$ cat config.mk
export PLATFORM = sky130hd
export DESIGN_NAME = joy_serial_multi_flat
export DESIGN_NICKNAME = d
export VERILOG_FILES = /design/src/rtl/joy_serial_multi_if.sv /design/src/rtl/joy_serial_multi.sv /design/src/flat_wrapper.sv
export SDC_FILE = /design/constraint.sdc
export NUM_CORES = 1
export LEC_CHECK = 0
export ABC_AREA = 1
export BUFFER_PORTS_ARGS = -buffer_cell sky130_fd_sc_hd__clkbuf_2
export CELL_PAD_IN_SITES_DETAIL_PLACEMENT = 1
export CELL_PAD_IN_SITES_GLOBAL_PLACEMENT = 1
export CORE_AREA = 5 5 91 135
export CTS_BUF_LIST = sky130_fd_sc_hd__clkbuf_4
export DETAILED_ROUTE_END_ITERATION = 6
export DIE_AREA = 0 0 96 140
export PLACE_DENSITY_LB_ADDON = 0.1
export REMOVE_ABC_BUFFERS = 1
export SYNTH_ARGS = -nofsm -noshare
export SYNTH_HDL_FRONTEND = slang
export SYNTH_SLANG_ARGS = --single-unit
$ cat constraint.sdc
create_clock -name clk -period 2.3 [get_ports clk]
set_clock_uncertainty 0.15 [all_clocks]
set_input_delay 0.575 -clock clk [delete_from_list [all_inputs] [get_ports clk]]
set_output_delay 0.575 -clock clk [all_outputs]
set_load 0.01 [all_outputs]
$ cat src/rtl/joy_serial_multi_if.sv
// Chain and publish signals of the serial joystick reader.
// master = reader side, slave = chain/core side.
interface joy_serial_multi_if #(
    parameter int PLAYERS = 2
);
    logic                    enable;
    logic                    joy_data;
    logic                    joy_clk;
    logic                    joy_load;
    logic [PLAYERS*16-1:0]   joystick;
    logic                    frame_done;

    modport master (
        input  enable,
        input  joy_data,
        output joy_clk,
        output joy_load,
        output joystick,
        output frame_done
    );

    modport slave (
        output enable,
        output joy_data,
        input  joy_clk,
        input  joy_load,
        input  joystick,
        input  frame_done
    );
endinterface

$ cat src/rtl/joy_serial_multi.sv
// Reads PLAYERS x BITS buttons from a 74HC165-style chain every frame and
// publishes them as zero-extended 16-bit words, with optional debounce.
module joy_serial_multi #(
    parameter int PLAYERS    = 2,
    parameter int BITS       = 12,
    parameter int CLK_DIV    = 24,
    parameter int GAP        = 64,
    parameter int ACTIVE_LOW = 1,
    parameter int DEBOUNCE   = 1
) (
    input  logic               clk,
    input  logic               reset_n,
    joy_serial_multi_if.master joy
);
    localparam int NB     = PLAYERS * BITS;
    localparam int CNT_W  = (NB > 1) ? $clog2(NB) : 1;
    localparam int DIV_W  = $clog2(CLK_DIV);
    localparam int WAIT_W = $clog2(GAP + 1);
    localparam int JW     = PLAYERS * 16;

    typedef enum logic [2:0] {IDLE, LOAD, SAMPLE, SHIFT, UPDATE, WAIT} state_t;

    state_t              state_q, state_d;
    logic [DIV_W-1:0]    div_q, div_d;
    logic [CNT_W-1:0]    bitcnt_q, bitcnt_d;
    logic [WAIT_W-1:0]   wait_q, wait_d;
    logic [NB-1:0]       shift_q, shift_d;
    logic [NB-1:0]       prev_q, prev_d;
    logic [JW-1:0]       joystick_q, joystick_d;
    logic                joy_clk_q, joy_clk_d;
    logic                joy_load_q, joy_load_d;
    logic                frame_done_q, frame_done_d;
    logic                sync1_q, sync2_q;
    logic                tick;
    logic                data_bit;

    function automatic logic [JW-1:0] pack_words(input logic [NB-1:0] bits);
        logic [JW-1:0] w;
        w = '0;
        for (int p = 0; p < PLAYERS; p++)
            w[p*16 +: 16] = 16'(bits[p*BITS +: BITS]);
        return w;
    endfunction

    assign tick     = joy.enable && (div_q == DIV_W'(CLK_DIV - 1));
    assign data_bit = sync2_q ^ (ACTIVE_LOW != 0);

    always_comb begin
        state_d      = state_q;
        div_d        = tick ? '0 : div_q + DIV_W'(1);
        bitcnt_d     = bitcnt_q;
        wait_d       = wait_q;
        shift_d      = shift_q;
        prev_d       = prev_q;
        joystick_d   = joystick_q;
        frame_done_d = 1'b0;

        case (state_q)
            IDLE: begin
                if (tick) state_d = LOAD;
            end
            LOAD: begin
                if (tick) begin
                    bitcnt_d = '0;
                    state_d  = SAMPLE;
                end
            end
            SAMPLE: begin
                if (tick) begin
                    shift_d[bitcnt_q] = data_bit;
                    state_d = (bitcnt_q == CNT_W'(NB - 1)) ? UPDATE : SHIFT;
                end
            end
            SHIFT: begin
                if (tick) begin
                    bitcnt_d = bitcnt_q + CNT_W'(1);
                    state_d  = SAMPLE;
                end
            end
            UPDATE: begin
                // Divider pauses here so the frame gains exactly one clk.
                div_d        = div_q;
                frame_done_d = 1'b1;
                if (DEBOUNCE == 0 || shift_q == prev_q)
                    joystick_d = pack_words(shift_q);
                prev_d  = shift_q;
                wait_d  = '0;
                state_d = WAIT;
            end
            WAIT: begin
                // One trailing tick closes the last bit cell, then GAP idle ticks.
                if (tick) begin
                    if (wait_q == WAIT_W'(GAP)) state_d = LOAD;
                    else                        wait_d  = wait_q + WAIT_W'(1);
                end
            end
            default: state_d = IDLE;
        endcase

        if (!joy.enable) begin
            state_d      = IDLE;
            div_d        = '0;
            bitcnt_d     = '0;
            wait_d       = '0;
            shift_d      = '0;
            prev_d       = '0;
            joystick_d   = '0;
            frame_done_d = 1'b0;
        end

        joy_clk_d  = (state_d == SHIFT);
        joy_load_d = (state_d != LOAD);
    end

    always_ff @(posedge clk or negedge reset_n) begin
        if (!reset_n) begin
            state_q      <= IDLE;
            div_q        <= '0;
            bitcnt_q     <= '0;
            wait_q       <= '0;
            shift_q      <= '0;
            prev_q       <= '0;
            joystick_q   <= '0;
            joy_clk_q    <= 1'b0;
            joy_load_q   <= 1'b1;
            frame_done_q <= 1'b0;
            sync1_q      <= 1'b0;
            sync2_q      <= 1'b0;
        end else begin
            state_q      <= state_d;
            div_q        <= div_d;
            bitcnt_q     <= bitcnt_d;
            wait_q       <= wait_d;
            shift_q      <= shift_d;
            prev_q       <= prev_d;
            joystick_q   <= joystick_d;
            joy_clk_q    <= joy_clk_d;
            joy_load_q   <= joy_load_d;
            frame_done_q <= frame_done_d;
            sync1_q      <= joy.joy_data;
            sync2_q      <= sync1_q;
        end
    end

    assign joy.joy_clk    = joy_clk_q;
    assign joy.joy_load   = joy_load_q;
    assign joy.joystick   = joystick_q;
    assign joy.frame_done = frame_done_q;
endmodule

$ cat src/flat_wrapper.sv
// flat-port wrapper written by rule: the top's interface ports become plain ports
module joy_serial_multi_flat 
#(
    parameter int PLAYERS    = 2,
    parameter int BITS       = 12,
    parameter int CLK_DIV    = 24,
    parameter int GAP        = 64,
    parameter int ACTIVE_LOW = 1,
    parameter int DEBOUNCE   = 1
)
  (clk, reset_n, joy_enable, joy_joy_data, joy_joy_clk, joy_joy_load, joy_joystick, joy_frame_done);
  joy_serial_multi_if #(.PLAYERS(PLAYERS)) joy_i ();
  input  logic clk;
  input  logic reset_n;
  input wire logic [$bits(joy_i.enable)-1:0] joy_enable;
  input wire logic [$bits(joy_i.joy_data)-1:0] joy_joy_data;
  output wire logic [$bits(joy_i.joy_clk)-1:0] joy_joy_clk;
  output wire logic [$bits(joy_i.joy_load)-1:0] joy_joy_load;
  output wire logic [$bits(joy_i.joystick)-1:0] joy_joystick;
  output wire logic [$bits(joy_i.frame_done)-1:0] joy_frame_done;
  assign joy_i.enable = joy_enable;
  assign joy_i.joy_data = joy_joy_data;
  assign joy_joy_clk = joy_i.joy_clk;
  assign joy_joy_load = joy_i.joy_load;
  assign joy_joystick = joy_i.joystick;
  assign joy_frame_done = joy_i.frame_done;
  joy_serial_multi #(.PLAYERS(PLAYERS), .BITS(BITS), .CLK_DIV(CLK_DIV), .GAP(GAP), .ACTIVE_LOW(ACTIVE_LOW), .DEBOUNCE(DEBOUNCE)) u_core (.clk(clk), .reset_n(reset_n), .joy(joy_i));
endmodule
==> summary.md <==
| Metric | Value |
|---|---|
| Mapped Area | 0.00501 mm² |
| Sink Count | 97 |
| Reg2Reg Setup Slack | 0.25 ns |
| Worst r2r dst | u_core.joy.joystick[18]$_DFFE_PN0P_ |
| Crit path kind | flop to flop |
| Arr. time, crit path | 2.27 ns |
| ANT nets after route | 0 |
| Met2 WL | 7130 µm |
| Slew headroom | 62.6% |
| Hold Path Sink | u_core.sync1_q$_DFF_PN0_ |
| Static leakage | 2.90 nW |
| Die height | 140 µm |
| Die Span X | 96 µm |
| Worst hold path startpoint | joy_joy_data |
| Antenna Cells | 0 |
| Final net count | 654 |
| DR top layer | met4 |
| Core Region | 0.0109 mm² |
| Share of flip-flops with an asynchronous set or reset | 100% |
| Post_cts resized | 0 |
| Worst endpoint required time | 2.52 ns |
| Hold path cells | 1 |
| Maximum vdd drop | 0.326 mV |
| Slew at the pin closest to its max-slew limit | 0.558 ns |
| YS warnings | 0 |
| Die area | 0.0134 mm² |
| CP max FO | 24 |
| Sequential area share after synthesis | 48.4% |
| WL per Instance | 16.2 µm |
| Area grow syn2layout | 8.46% |
| Clk buf depth | 2 |
| Global Route Usage Sum | 20.6% |
| Reg2reg path depth | 10 |
| Largest net degree at the start of global routing | 48 |
| Later-pin clock latency in the skew report | 0.47 ns |
| I/O Pins | 39 |
| Main synth FF type | dfrtp_1 |
| Max cap viols | 0 |
| Reg clk slew, reported paths | 0.16 ns |
| WHS | 0.0434 ns |
| Synth unique cells | 38 |
| Total Wirelength | 12,900 µm |
| Met3 wire length | 243 µm |
| Placer congestion estimate | 0.845 |
| Number of global-route vias before repair | 4,424 |
| Status | finished clean |
| Initial antenna violation count | 0 |
| TritonCTS buffer count | 9 |
| DR pass1 iterations | 4 |
| Final core utilization | 49.7% |
| Mean Syn Cell Area | 8.13 µm² |
| # setup viols final | 0 |
| Tcrit/Tclk final | 89.2% |
| H-Tree Depth | 3 |
| Unrepaired setup endpoints after global routing | false |
| Post-synth EDFFs | 0 |
| DP HPWL | 9400 µm |
| Root buf cell | clkbuf_4 |
| Post-CTS setup buffers | 0 |
| Row count | 47 |
| CTS tree | yes |
| RR Startpoint | u_core.shift_q[13]$_DFFE_PN0P_ |
| Min Tclk post-route | 2.05 ns |
| Pwr dens | 549 mW/mm² |
| Critical path startpoint category | flop |
| Share of layout cells above drive strength 1 | 13.4% |
| Starting Density | 45.8% |
| First DRT Iteration DRCs | 98 |
| Maximum clock rate | 487 MHz |
| DRC | 0 |
| First-pass GRT wire length | 21,500 µm |
| Setup crit end kind | flop |
| Final hold violations | 0 |
| Port Buffers | 30 |
| Class of the worst hold path | primary input to flop |
| Vias per cell | 5.29 |
| Hold buffer count at CTS | 1 |
| Slew Viols, Final | 0 |
| Syn Inst Count | 617 |
| Fin Setup TNS | 0 ns |
| Seq cells post-synth | 97 |
| Gr ovfl total | 0 |
| Wl on met1 | 5200 µm |
| Vias | 4,203 |
## sequential cells by signal, indices dropped and copies added (netlist names)
name / count
u_core.bitcnt_q: 5
u_core.div_q: 5
u_core.joy.frame_done: 1
u_core.joy.joy_clk: 1
u_core.joy.joy_load: 1
u_core.joy.joystick: 24
u_core.prev_q: 24
u_core.shift_q: 24
u_core.state_q: 3
u_core.sync1_q: 1
u_core.sync2_q: 1
u_core.wait_q: 7
## layout by cell type, fill, tap and decap left out, drive strengths merged
cell type	synthesis	final
clkbuf	7	38
xnor2	7	7
clkinv	0	3
nand3	47	47
xor2	3	3
o211ai	1	1
conb	1	8
buf	27	12
inv	88	89
nand4	37	37
a2bb2oi	1	1
dlygate4sd3	0	1
nor3	4	4
o22ai	16	16
o41ai	1	1
bufinv	0	2
nor2	42	42
and2	1	1
a22o	1	1
dfrtp	96	96
o31ai	2	2
dfstp	1	1
a21oi	7	7
ha	7	7
o21ai	54	54
nand3b	3	3
clkinvlp	0	1
o32ai	1	1
nand2	162	162
## synth_stat cells (all sizes together) (2+ instances only)
master,count,area [µm²]
nand3b,3,22.5
o21ai,54,270
a21oi,7,35.0
buf,27,191
xnor2,7,61.3
nand2,162,621
o22ai,16,100
clkbuf,7,26.3
ha,7,87.6
nand4,37,244
o31ai,2,15.0
inv,88,330
xor2,3,26.3
nor3,4,20.0
nor2,42,201
nand3,47,275
dfrtp,96,2400
## worst max-delay path: stages (launching register included)
cell     delay (ns)
dfrtp_1        0.43
inv_1          0.11
nand2_1        0.07
nand2_1        0.06
nand2_1        0.09
nor2_1         0.12
nand2_1        0.10
nor2_4         0.29
nand2_4        0.30
nand3_1        0.16
nand2_1        0.06
## power breakdown
group | internal [mW] | switching, mW
Sequential | 1.74 | 0.0266
Combinational | 0.0496 | 0.133
Clock | 0.441 | 0.600
## per-stage QoR
step,power [mW],cells,setup slack [ns],area [µm²]
after global routing,3.14,795,0.112,5440
final,2.99,795,0.249,5440
after CTS,3.04,795,0.226,5440
after detailed placement,1.98,778,0.282,5270
after global placement,1.97,778,0.311,5270
after floorplan,1.87,590,0.0748,4820
## metal layers
metal	vias to the layer above	global-route usage, %
met3	19	2.84
met1	2097	23.5
met2	50	37.6
met4	0	7.80
li1	2037	-
met5	-	0
## kinds of logic after synthesis
family          Yosys count  share of synthesized area, %
compound gates           84                          9.33
xor+xnor                 10                          1.75
fa+ha+maj                 7                          1.75
buf+inv                 122                          10.9
flops                    97                          48.4
other cells               1                        0.0748
simple gates            296                          27.7
## how the worst max path moves through the flow
| stage | from | end | depth (start not counted) |
|---|---|---|---|
| floorplan | joy_enable | u_core.div_q[4]$_DFFE_PN0N_ | 6 |
| global placement | u_core.shift_q[13]$_DFFE_PN0P_ | u_core.joy.joystick[23]$_DFFE_PN0P_ | 10 |
| detailed placement | u_core.shift_q[2]$_DFFE_PN0P_ | u_core.joy.joystick[24]$_DFFE_PN0P_ | 9 |
| CTS | u_core.shift_q[13]$_DFFE_PN0P_ | u_core.joy.joystick[18]$_DFFE_PN0P_ | 10 |
| global route | u_core.shift_q[2]$_DFFE_PN0P_ | u_core.joy.joystick[5]$_DFFE_PN0P_ | 9 |
| finish | u_core.shift_q[13]$_DFFE_PN0P_ | u_core.joy.joystick[18]$_DFFE_PN0P_ | 10 |
## cell type report
class	instances	area [µm²]
fill	1401	5500
sequential	97	2430
multi-input combinational	405	2060
inverter	88	330
timing repair buffer	42	270
tap	147	184
clock inverter	7	93.8
clock buffer	9	67.6
Power figures use the tool's default switching activity.
